--- src/rtl/ssp_xfer_arbiter.sv ---
// ssp_xfer_arbiter: round-robin two-requester burst sequencer for the SSP APB port, with pre-emptive RX drain
module ssp_xfer_arbiter #(
    parameter int DATA_W   = 8,
    parameter int BURST_W  = 4,
    parameter int RX_DRAIN = 4
) (
    input  logic               PCLK,
    input  logic               CLEAR_B,
    input  logic               req0,
    input  logic               req1,
    input  logic [BURST_W-1:0] len0,
    input  logic [BURST_W-1:0] len1,
    input  logic [DATA_W-1:0]  txd0,
    input  logic [DATA_W-1:0]  txd1,
    output logic               tx_pop0,
    output logic               tx_pop1,
    output logic [1:0]         grant,
    output logic               done,
    output logic               done_id,
    output logic               PSEL,
    output logic               PWRITE,
    output logic [DATA_W-1:0]  PWDATA,
    input  logic [DATA_W-1:0]  PRDATA,
    input  logic               SSPTXINTR,
    input  logic               SSPRXINTR,
    output logic               rx_valid,
    output logic [DATA_W-1:0]  rx_data,
    output logic               rx_owner
);
    localparam int CW = RX_DRAIN > 1 ? $clog2(RX_DRAIN) : 1;

    typedef enum logic [1:0] {IDLE, WRITE, DRAIN, FIN} state_t;

    state_t             state, state_n;
    logic               owner, rr, ret_write, win, wr_go, start;
    logic [BURST_W-1:0] remaining, win_len;
    logic [CW-1:0]      drain_cnt;

    always_ff @(posedge PCLK or negedge CLEAR_B)
        if (!CLEAR_B) state <= IDLE;
        else          state <= state_n;

    always_comb begin
        state_n = state;
        PSEL    = 1'b0;
        PWRITE  = 1'b0;
        PWDATA  = '0;
        tx_pop0 = 1'b0;
        tx_pop1 = 1'b0;
        wr_go   = 1'b0;
        win     = (req0 && req1) ? rr : req1;
        win_len = win ? len1 : len0;
        start   = state == IDLE && !SSPRXINTR && (req0 || req1);
        case (state)
            IDLE:  state_n = SSPRXINTR ? DRAIN : start ? (win_len != '0 ? WRITE : FIN) : IDLE;
            WRITE: begin
                wr_go   = !SSPRXINTR && !SSPTXINTR;
                PSEL    = wr_go;
                PWRITE  = wr_go;
                PWDATA  = wr_go ? (owner ? txd1 : txd0) : '0;
                tx_pop0 = wr_go && !owner;
                tx_pop1 = wr_go && owner;
                state_n = SSPRXINTR ? DRAIN : (wr_go && remaining == BURST_W'(1)) ? FIN : WRITE;
            end
            DRAIN: begin
                PSEL    = 1'b1;
                state_n = drain_cnt == CW'(RX_DRAIN - 1) ? (ret_write ? WRITE : IDLE) : DRAIN;
            end
            default: state_n = IDLE;
        endcase
    end

    always_ff @(posedge PCLK or negedge CLEAR_B)
        if (!CLEAR_B) begin
            owner     <= 1'b0;
            rr        <= 1'b0;
            ret_write <= 1'b0;
            remaining <= '0;
            drain_cnt <= '0;
            grant     <= '0;
            done      <= 1'b0;
            done_id   <= 1'b0;
            rx_valid  <= 1'b0;
            rx_data   <= '0;
            rx_owner  <= 1'b0;
        end else begin
            done      <= state != FIN && state_n == FIN;
            rx_valid  <= state == DRAIN;
            drain_cnt <= (state == DRAIN && state_n == DRAIN) ? drain_cnt + CW'(1) : '0;
            if (state != FIN && state_n == FIN)
                done_id <= state == IDLE ? win : owner;
            if (state == DRAIN) begin
                rx_data  <= PRDATA;
                rx_owner <= owner;
            end
            if (state != DRAIN && state_n == DRAIN)
                ret_write <= state == WRITE;
            if (start) begin
                owner     <= win;
                remaining <= win_len;
                grant     <= win ? 2'b10 : 2'b01;
            end
            if (wr_go)
                remaining <= remaining - BURST_W'(1);
            // rr flips to the other requester only once a burst actually completes
            if (state == FIN) begin
                grant <= '0;
                rr    <= ~owner;
            end
        end
endmodule

--- config.mk ---
export PLATFORM = sky130hd
export DESIGN_NAME = ssp_xfer_arbiter
export DESIGN_NICKNAME = d
export VERILOG_FILES = /design/src/rtl/ssp_xfer_arbiter.sv
export SDC_FILE = /design/constraint.sdc
export NUM_CORES = 1
export LEC_CHECK = 0
export CORE_MARGIN = 2
export CORE_UTILIZATION = 37
export DETAILED_ROUTE_END_ITERATION = 8
export MAX_ROUTING_LAYER = met4
export PLACE_DENSITY = 0.76
export SLEW_MARGIN = 10
export SYNTH_ARGS = -nofsm -noshare
export SYNTH_HDL_FRONTEND = slang
export SYNTH_SLANG_ARGS = --single-unit
--- constraint.sdc ---
create_clock -name PCLK -period 2.15 [get_ports PCLK]
set_clock_uncertainty 0.15 [all_clocks]
set_input_delay 0.5375 -clock PCLK [delete_from_list [all_inputs] [get_ports PCLK]]
set_output_delay 0.5375 -clock PCLK [all_outputs]
set_load 0.02 [all_outputs]
== Word-level counts from Yosys, hierarchy flattened ==
Cells that the tools add are included.
Cells by class
  mux-type cells: 24
  bitwise operators: 1
  add/subtract/negate cells: 2
  $lt $le $gt $ge: 0
  shift-type cells: 0
  reduce and logical (&&, ||, !) cells: 18
  eq/ne operators: 9
  div/mod/pow operators: 0
  multiply operators: 0
Operators with widths (number)
  $mux W8: 3
  $mux W2: 10
  $mux W4: 3
  $eq A2 B2 Y1 const B: 5
  $logic_and A1 B1 Y1: 10
  $mux W1: 6
  $pmux W2 S3: 1
  $eq A4 B1 Y1 const B: 1
  $ne A2 B2 Y1 const B: 2
  $reduce_bool A2 Y1: 2
  $reduce_bool A4 Y1: 1
  $sub A4 B1 Y4 const B: 1
  $logic_not A1 Y1: 3
  $add A2 B1 Y2 const B: 1
  $eq A2 B1 Y1 const B: 1
  $logic_not A2 Y1: 1
  $pmux W1 S2: 1
  $logic_or A1 B1 Y1: 1
  $not A1 Y1: 1
Word-level totals
  bits in latches: 0
  memory bits (writable): 0
  bits of input ports: 38
  logic and storage cells: 66
  memory bits (read-only): 0
  register bits after elaboration: 25
  memories kept: 0

== Logic depth before layout (Yosys ltp) ==
Gate-level depths: netlist (run 1).
  depth in word-level cells: 11
  mapped depth: 7
  depth with buffers taken out: 7

== Least setup slack after synthesis (run 1) ==
No wires, ideal clock.
  path type: register -> output
  start: register state[1]
  end: output PWDATA[0]
  setup slack: -0.273 ns
  data arrival time: 1.735 ns
  cell stages (with the launch flop): 7
  path buffers: 2
  path through: dfrtp_1 > inv_1 > ha_1 > or3b_1 > clkbuf_1 > clkbuf_1 > nor2_1
On the way
  cells in the longest elaborated chain, start to end: 2
Ends and longest elaborated chain
  from (decl): RTL line 34  | state_t state, state_n;
  from (signal assigned): RTL line 41  | else state <= state_n;
  $eq A2 B1 Y1: RTL line 54  | case (state)
  $mux W8: RTL line 54
  to (decl): RTL line 22  | output logic [DATA_W-1:0] PWDATA,
No other way between the ends.

== Worst setup path after layout (run 1) ==
  start: register state[1]
  end: output PWDATA[7]
Same word-level chain as after synthesis.

==> results of run 1 <==
[state kept, by name, summed over array words and instances, names as in the netlist]
register and count:
done 1, done_id 1, drain_cnt 2, grant 2, owner 1, remaining 4, ret_write 1, rr 1
rx_data 8, rx_owner 1, rx_valid 1, state 2
[placed cells by master, fill, tap and decap left out, types with 3 or more instances in the layout]
master and instances:
dlygate4sd2_1 5, ha_1 4, nor2_4 10, clkdlybuf4s50_1 46, mux2_2 11, nand3_1 5
nand2_1 4, mux2i_1 10, nor2_1 8, a21oi_1 4, nand2b_1 3, buf_4 35
buf_6 13, inv_1 4, dfrtp_1 25, clkbuf_8 3, o21ai_0 4
[layout make-up]
| cell class | instances | area [um2] | area share [%] |
|---|---|---|---|
| Timing Repair Buffer | 102 | 981 | 37.1 |
| Multi-Input combinational cell | 93 | 901 | 34.0 |
| Sequential cell | 25 | 626 | 23.6 |
| Tap cell | 48 | 60.1 | 2.27 |
| Clock buffer | 3 | 41.3 | 1.56 |
| Inverter | 7 | 28.8 | 1.09 |
| Clock inverter | 1 | 8.76 | 0.331 |
[worst min path at each step]
stage / startpoint / end / slack [ns] / depth (start not counted)
5_1_grt: drain_cnt[0] / drain_cnt[0] / 0.32 / 1
4_1_cts: drain_cnt[0] / drain_cnt[0] / 0.30 / 1
3_5_place_dp: drain_cnt[0] / drain_cnt[0] / 0.29 / 1
3_3_place_gp: drain_cnt[0] / drain_cnt[0] / 0.27 / 1
6_report: drain_cnt[0] / drain_cnt[0] / 0.30 / 1
2_1_floorplan: CLEAR_B / done / 0.09 / 0
[per-stage QoR]
stage / worst slack, ns / utilization, % / cells
final: -0.267 / 72.3 / 279
after global routing: -0.312 / 72.3 / 279
after CTS: -0.268 / 71.2 / 276
after detailed placement: -0.843 / 65.2 / 262
after global placement: -0.824 / 65.2 / 262
after floorplan: -0.0396 / - / 129
[power by group through the flow]
stage / combinational, uW / sequential [uW] / clock [uW]
floorplan: 810 / 969 / 0
global placement: 1660 / 821 / 0
finish: 1920 / 839 / 301
detailed placement: 1720 / 842 / 0
CTS: 1860 / 837 / 306
global route: 2050 / 862 / 329
[metal layers]
| metal | vias up | part of all wire (%) | GRT usage [%] |
|---|---|---|---|
| li1 | 659 | - | - |
| met1 | 677 | 40 | 23.0 |
| met2 | 56 | 53 | 40.5 |
| met3 | 7 | 6.5 | 4.45 |
| met4 | 0 | 1.2 | 8.07 |
| met5 | - | 0 | - |
[logic make-up after synthesis]
family          synth area share (%)
compound gates                  12.4
fa+ha+maj                       6.22
buf+inv                         2.93
flops                           44.4
mux                             17.8
simple gates                    16.3
[what timing repair did]
| action | CTS | global route |
|---|---|---|
| gates resized for setup | 92 | 5 |
| pin swaps | 6 | 4 |
| gates cloned | 1 | 0 |
| buffers inserted | 9 | 4 |
| setup endpoints to repair | 15 | 19 |
==> impl_metrics.toml, run 1 <==
[setup_path]
crit_path_max_fanout = 6
slowest_delay_ns = 0.45
cpLargestDelayFamily = "simple AND/OR/NAND/NOR gates"
reg2reg_setup_slack_ns = -0.17
cp.arrival_ns = 1.73
critPathCapture = "PWDATA[7]"
endpoint_kind = "output port"
crit_chain = "inv_2 -> ha_4 -> or3b_4 -> buf_12 -> nor2_4 -> buf_6"
required_ns = 1.46
worstSetupPathType = "reg2out"
cp.buffers_inverters = 3
cp.depth = 6
worst_path_max_delay_cell = "or3b_4"
crit_start = "state[1]"
r2r_cells = 7
timing.rr.start = "state[0]"
startpoint_type = "register"
timing.rr.end = "done_id"

[clocking]
htreeDepth = 1
insertion_delay_ns = 0.28
cts_buffer_depth = 2
postCtsHoldBufs = 0
path_clk_slew_ns = 0.10
root_buffer = "clkbuf_8"
cts_tree = "built"
clock_sinks = 25
cts_buffers = 3

[power_and_ir_drop]
powerDensity_nw_per_um2 = 1160
seqPwrFrac_pct = 27.4
p_leak_uw = 0.00118
power.internal_uw = 1870
p_clk_share_pct = 9.8
ir_worst_vdd_uv = 940
p_sw_share_pct = 38.8
p_sw_uw = 1190
total_power_uw = 3060
combPwrFrac_pct = 62.8

[final_layout]
drive_gt1_share_pct = 42.4
area_delta_synth_final_pct = 88.0
n_fill_cell = 271
nets = 277
n_antenna_cell = 0
fin_area_um2 = 2650

[global_route]
track_usage_pct = 22.0
grt_max_degree = 26
grt_pass1_wl_mm = 7.00
grt_pass1_vias = 1532
overflow = 0
antenna_found_initial = 0

[floorplanning]
initial_core_util_pct = 38.4
die_h_um = 65.7
ios = 64
row_count = 22
die-area_um2 = 4310
coreArea_um2 = 3660
die_w_um = 65.7

[timing]
relSlewSlack_pct = 70.6
setup-tns-final_ns = -3.41
max_clock_freq_mhz = 414
final.period_utilization_pct = 112
slew_violations = 0
tightest_slew_ns = 0.439
hold_slack_ns = 0.296
finalSetupViolations = 18
worst_slack_ns = -0.267
final_hold_viol_count = 0
rsz0062_at_grt = "yes"
timing.final.crit_period_ns = 2.42

[logic_synthesis]
synth_area_per_cell_um2 = 10.9
yosysUniqueCellTypes = 35
synth-seq-cells = 25
synth.area.top_cells = "dfrtp_1 (44%), mux2_2 (8.8%), mux2i_1 (7.1%), ha_1 (6.2%), nor2_1 (4.8%)"
yosysMostFrequentCell = "dfrtp_1"
synth_common_cells = "dfrtp_1 (25), nor2_1 (18), mux2_2 (11), mux2i_1 (10), ha_1 (7)"
syn-num-nets = 174
netlist_instances = 129
synth_top_flop_cell = "dfrtp_1"
ys_warn_count = 0
synth.yosys.seq_area_share_pct = 44.4
synth-edff-count = 0
syn_area_um2 = 1410
synth-async-reset-ratio_pct = 100
yosys.area.top_type = "dfrtp_1"
synth_top_area_share_pct = 44.4

[placement]
place.gp.congestion = 0.891
place_area_um2 = 2390
hpwl_mm = 3.28
io_buffers = 63

[min_path]
hp-class = "reg2reg"

[detailed_routing]
vias_per_cell = 5.01
drtIter0Drc = 35
wire_per_inst_um = 16.2
num_vias = 1399
wl_mm = 4.51
postRouteAntennaNets = 0
first_pass_iters = 5
drc = 0

[run_status]
outcome = "complete, but fails checks"
violations = "negative setup slack"

[job]
drv_cap = 0
Note: power is estimated with default switching activity, not from simulation.
==> run 2: changes to the inputs <==
--- a/config.mk
+++ b/config.mk
@@ -10,6 +10,7 @@
 export DETAILED_ROUTE_END_ITERATION = 8
 export MAX_ROUTING_LAYER = met4
 export PLACE_DENSITY = 0.76
+export RECOVER_POWER = 100
 export SLEW_MARGIN = 10
 export SYNTH_ARGS = -nofsm -noshare
 export SYNTH_HDL_FRONTEND = slang
==> run 2 against run 1 <==
Compared with the run above:
- the flow still finishes with violations (negative setup slack)
- sequential share of layout area is 0.079 points higher
- first-iteration DRC count rose by 5.7%
- count of clock-buffer cells in the layout is the same
- die area is the same
- register-to-register slack barely moved
- hold slack barely moved
- total power decreased by 2.2%
- wire length decreased by 0.33%
==> impl_metrics.toml, run 2 (synthesis gave the netlist of run 1 again) <==
[run_status]
outcome = "complete, but fails checks"
violations = "negative setup slack"

[job]
drv_cap = 0

[final_layout]
layout_common_cells = "clkdlybuf4s50_1 (31), buf_4 (30), dfrtp_1 (25)"
drive_gt1_share_pct = 41.1
regArea_um2 = 626
layout.cells.most_common = "clkdlybuf4s50_1"
n_fill_cell = 273
final-instance-count-excl-fill = 279
area_delta_synth_final_pct = 87.4
largest_reg_flops = 8
n_antenna_cell = 0
largest_register = "rx_data"
top_regs = "rx_data (8), remaining (4)"
nets = 277
multi_input_area_um2 = 898

[timing]
slew_violations = 0
hold_slack_ns = 0.296
final_hold_viol_count = 0
rsz0062_at_grt = "yes"
finalSetupViolations = 18
final.period_utilization_pct = 112
timing.final.crit_period_ns = 2.42
relSlewSlack_pct = 55.9
tightest_slew_ns = 0.662
max_clock_freq_mhz = 414
worst_slack_ns = -0.266

[floorplanning]
die-area_um2 = 4310
die_w_um = 65.7
initial_core_util_pct = 38.4
die_h_um = 65.7
ios = 64
coreArea_um2 = 3660
row_count = 22

[clocking]
clock_sinks = 25
path_clk_slew_ns = 0.10
cts_tree = "built"
htreeDepth = 1
root_buffer = "clkbuf_8"
postCtsHoldBufs = 0
cts_buffer_depth = 2
cts_buffers = 3
insertion_delay_ns = 0.28

[setup_path]
endpoint_kind = "output port"
required_ns = 1.46
cpLargestDelayFamily = "simple AND/OR/NAND/NOR gates"
slowest_delay_ns = 0.45
startpoint_type = "register"
cp.arrival_ns = 1.73
crit_path_max_fanout = 6
worst_path_max_delay_cell = "or3b_4"
worstSetupPathType = "reg2out"
cp.buffers_inverters = 3
crit_chain = "inv_2 -> ha_4 -> or3b_4 -> buf_12 -> nor2_4 -> buf_6"

[placement]
dpl.cell_count = 262
hpwl_mm = 3.28
io_buffers = 63
dp_slack_ns = -0.843
place.gp.congestion = 0.891

[min_path]
hp-class = "reg2reg"

[detailed_routing]
wl_mm = 4.49
num_vias = 1408
wire_per_inst_um = 16.1
first_pass_iters = 4
vias_per_cell = 5.05
drc = 0
postRouteAntennaNets = 0
drtIter0Drc = 37

[global_route]
grt_max_degree = 26
grt_pass1_vias = 1532
antenna_found_initial = 0
overflow = 0
grt_pass1_wl_mm = 7.00
track_usage_pct = 22.0

[power_and_ir_drop]
ir_worst_vdd_uv = 920
p_leak_uw = 0.00119
powerDensity_nw_per_um2 = 1140
run 2: final cells by class:
cell class                      count  share of cell area (%)
Clock buffer                        3                    1.57
Clock inverter                      1                   0.332
Inverter                            7                    1.09
Timing Repair Buffer              102                    37.0
Tap cell                           48                    2.28
Multi-Input combinational cell     93                    34.1
Sequential cell                    25                    23.7
run 2: layer usage:
| layer | vias to the layer above | track usage [%] | wire, um |
|---|---|---|---|
| li1 | 661 | - | - |
| met1 | 684 | 23.0 | 1760 |
| met2 | 56 | 40.5 | 2370 |
| met3 | 7 | 4.45 | 304 |
| met4 | 0 | 8.07 | 55 |
| met5 | - | - | 0 |
run 2: timing repair:
item                       CTS  global route
gates resized for setup     92             5
pin swaps                    6             4
gates cloned                 1             0
setup endpoints to repair   15            19
setup buffers                9             4
run 2: power breakdown:
part	switching (uW)	leakage, uW	internal (uW)
Clock	165	0.0000261	136
Combinational	871	0.000861	990
Sequential	144	0.000305	688
Total	1180	0.00119	1810
run 2: through the flow:
stage / setup TNS (ns) / area [um2] / utilization, % / total power, uW
2_1_floorplan: -0.412 / 1520 / - / 1780
3_3_place_gp: -12.14 / 2390 / 65.2 / 2480
3_5_place_dp: -12.57 / 2390 / 65.2 / 2560
4_1_cts: -3.25 / 2610 / 71.2 / 3010
5_1_grt: -4.74 / 2640 / 72.0 / 3170
6_report: -3.51 / 2640 / 72.0 / 2990
run 2: path summary, 6_finish.rpt:
| check | startpoint | end | slack (ns) | depth (start not counted) |
|---|---|---|---|---|
| hold / removal | drain_cnt[0] | drain_cnt[0] | 0.30 | 1 |
| max in group asynchronous | CLEAR_B | grant[0] | 0.76 | 2 |
| min in group asynchronous | CLEAR_B | remaining[1] | 0.66 | 2 |
| setup / recovery | state[1] | PWDATA[7] | -0.27 | 6 |
| setup reg to reg | state[0] | done_id | -0.18 | 8 |
| hold reg to reg | drain_cnt[0] | drain_cnt[0] | 0.30 | 1 |
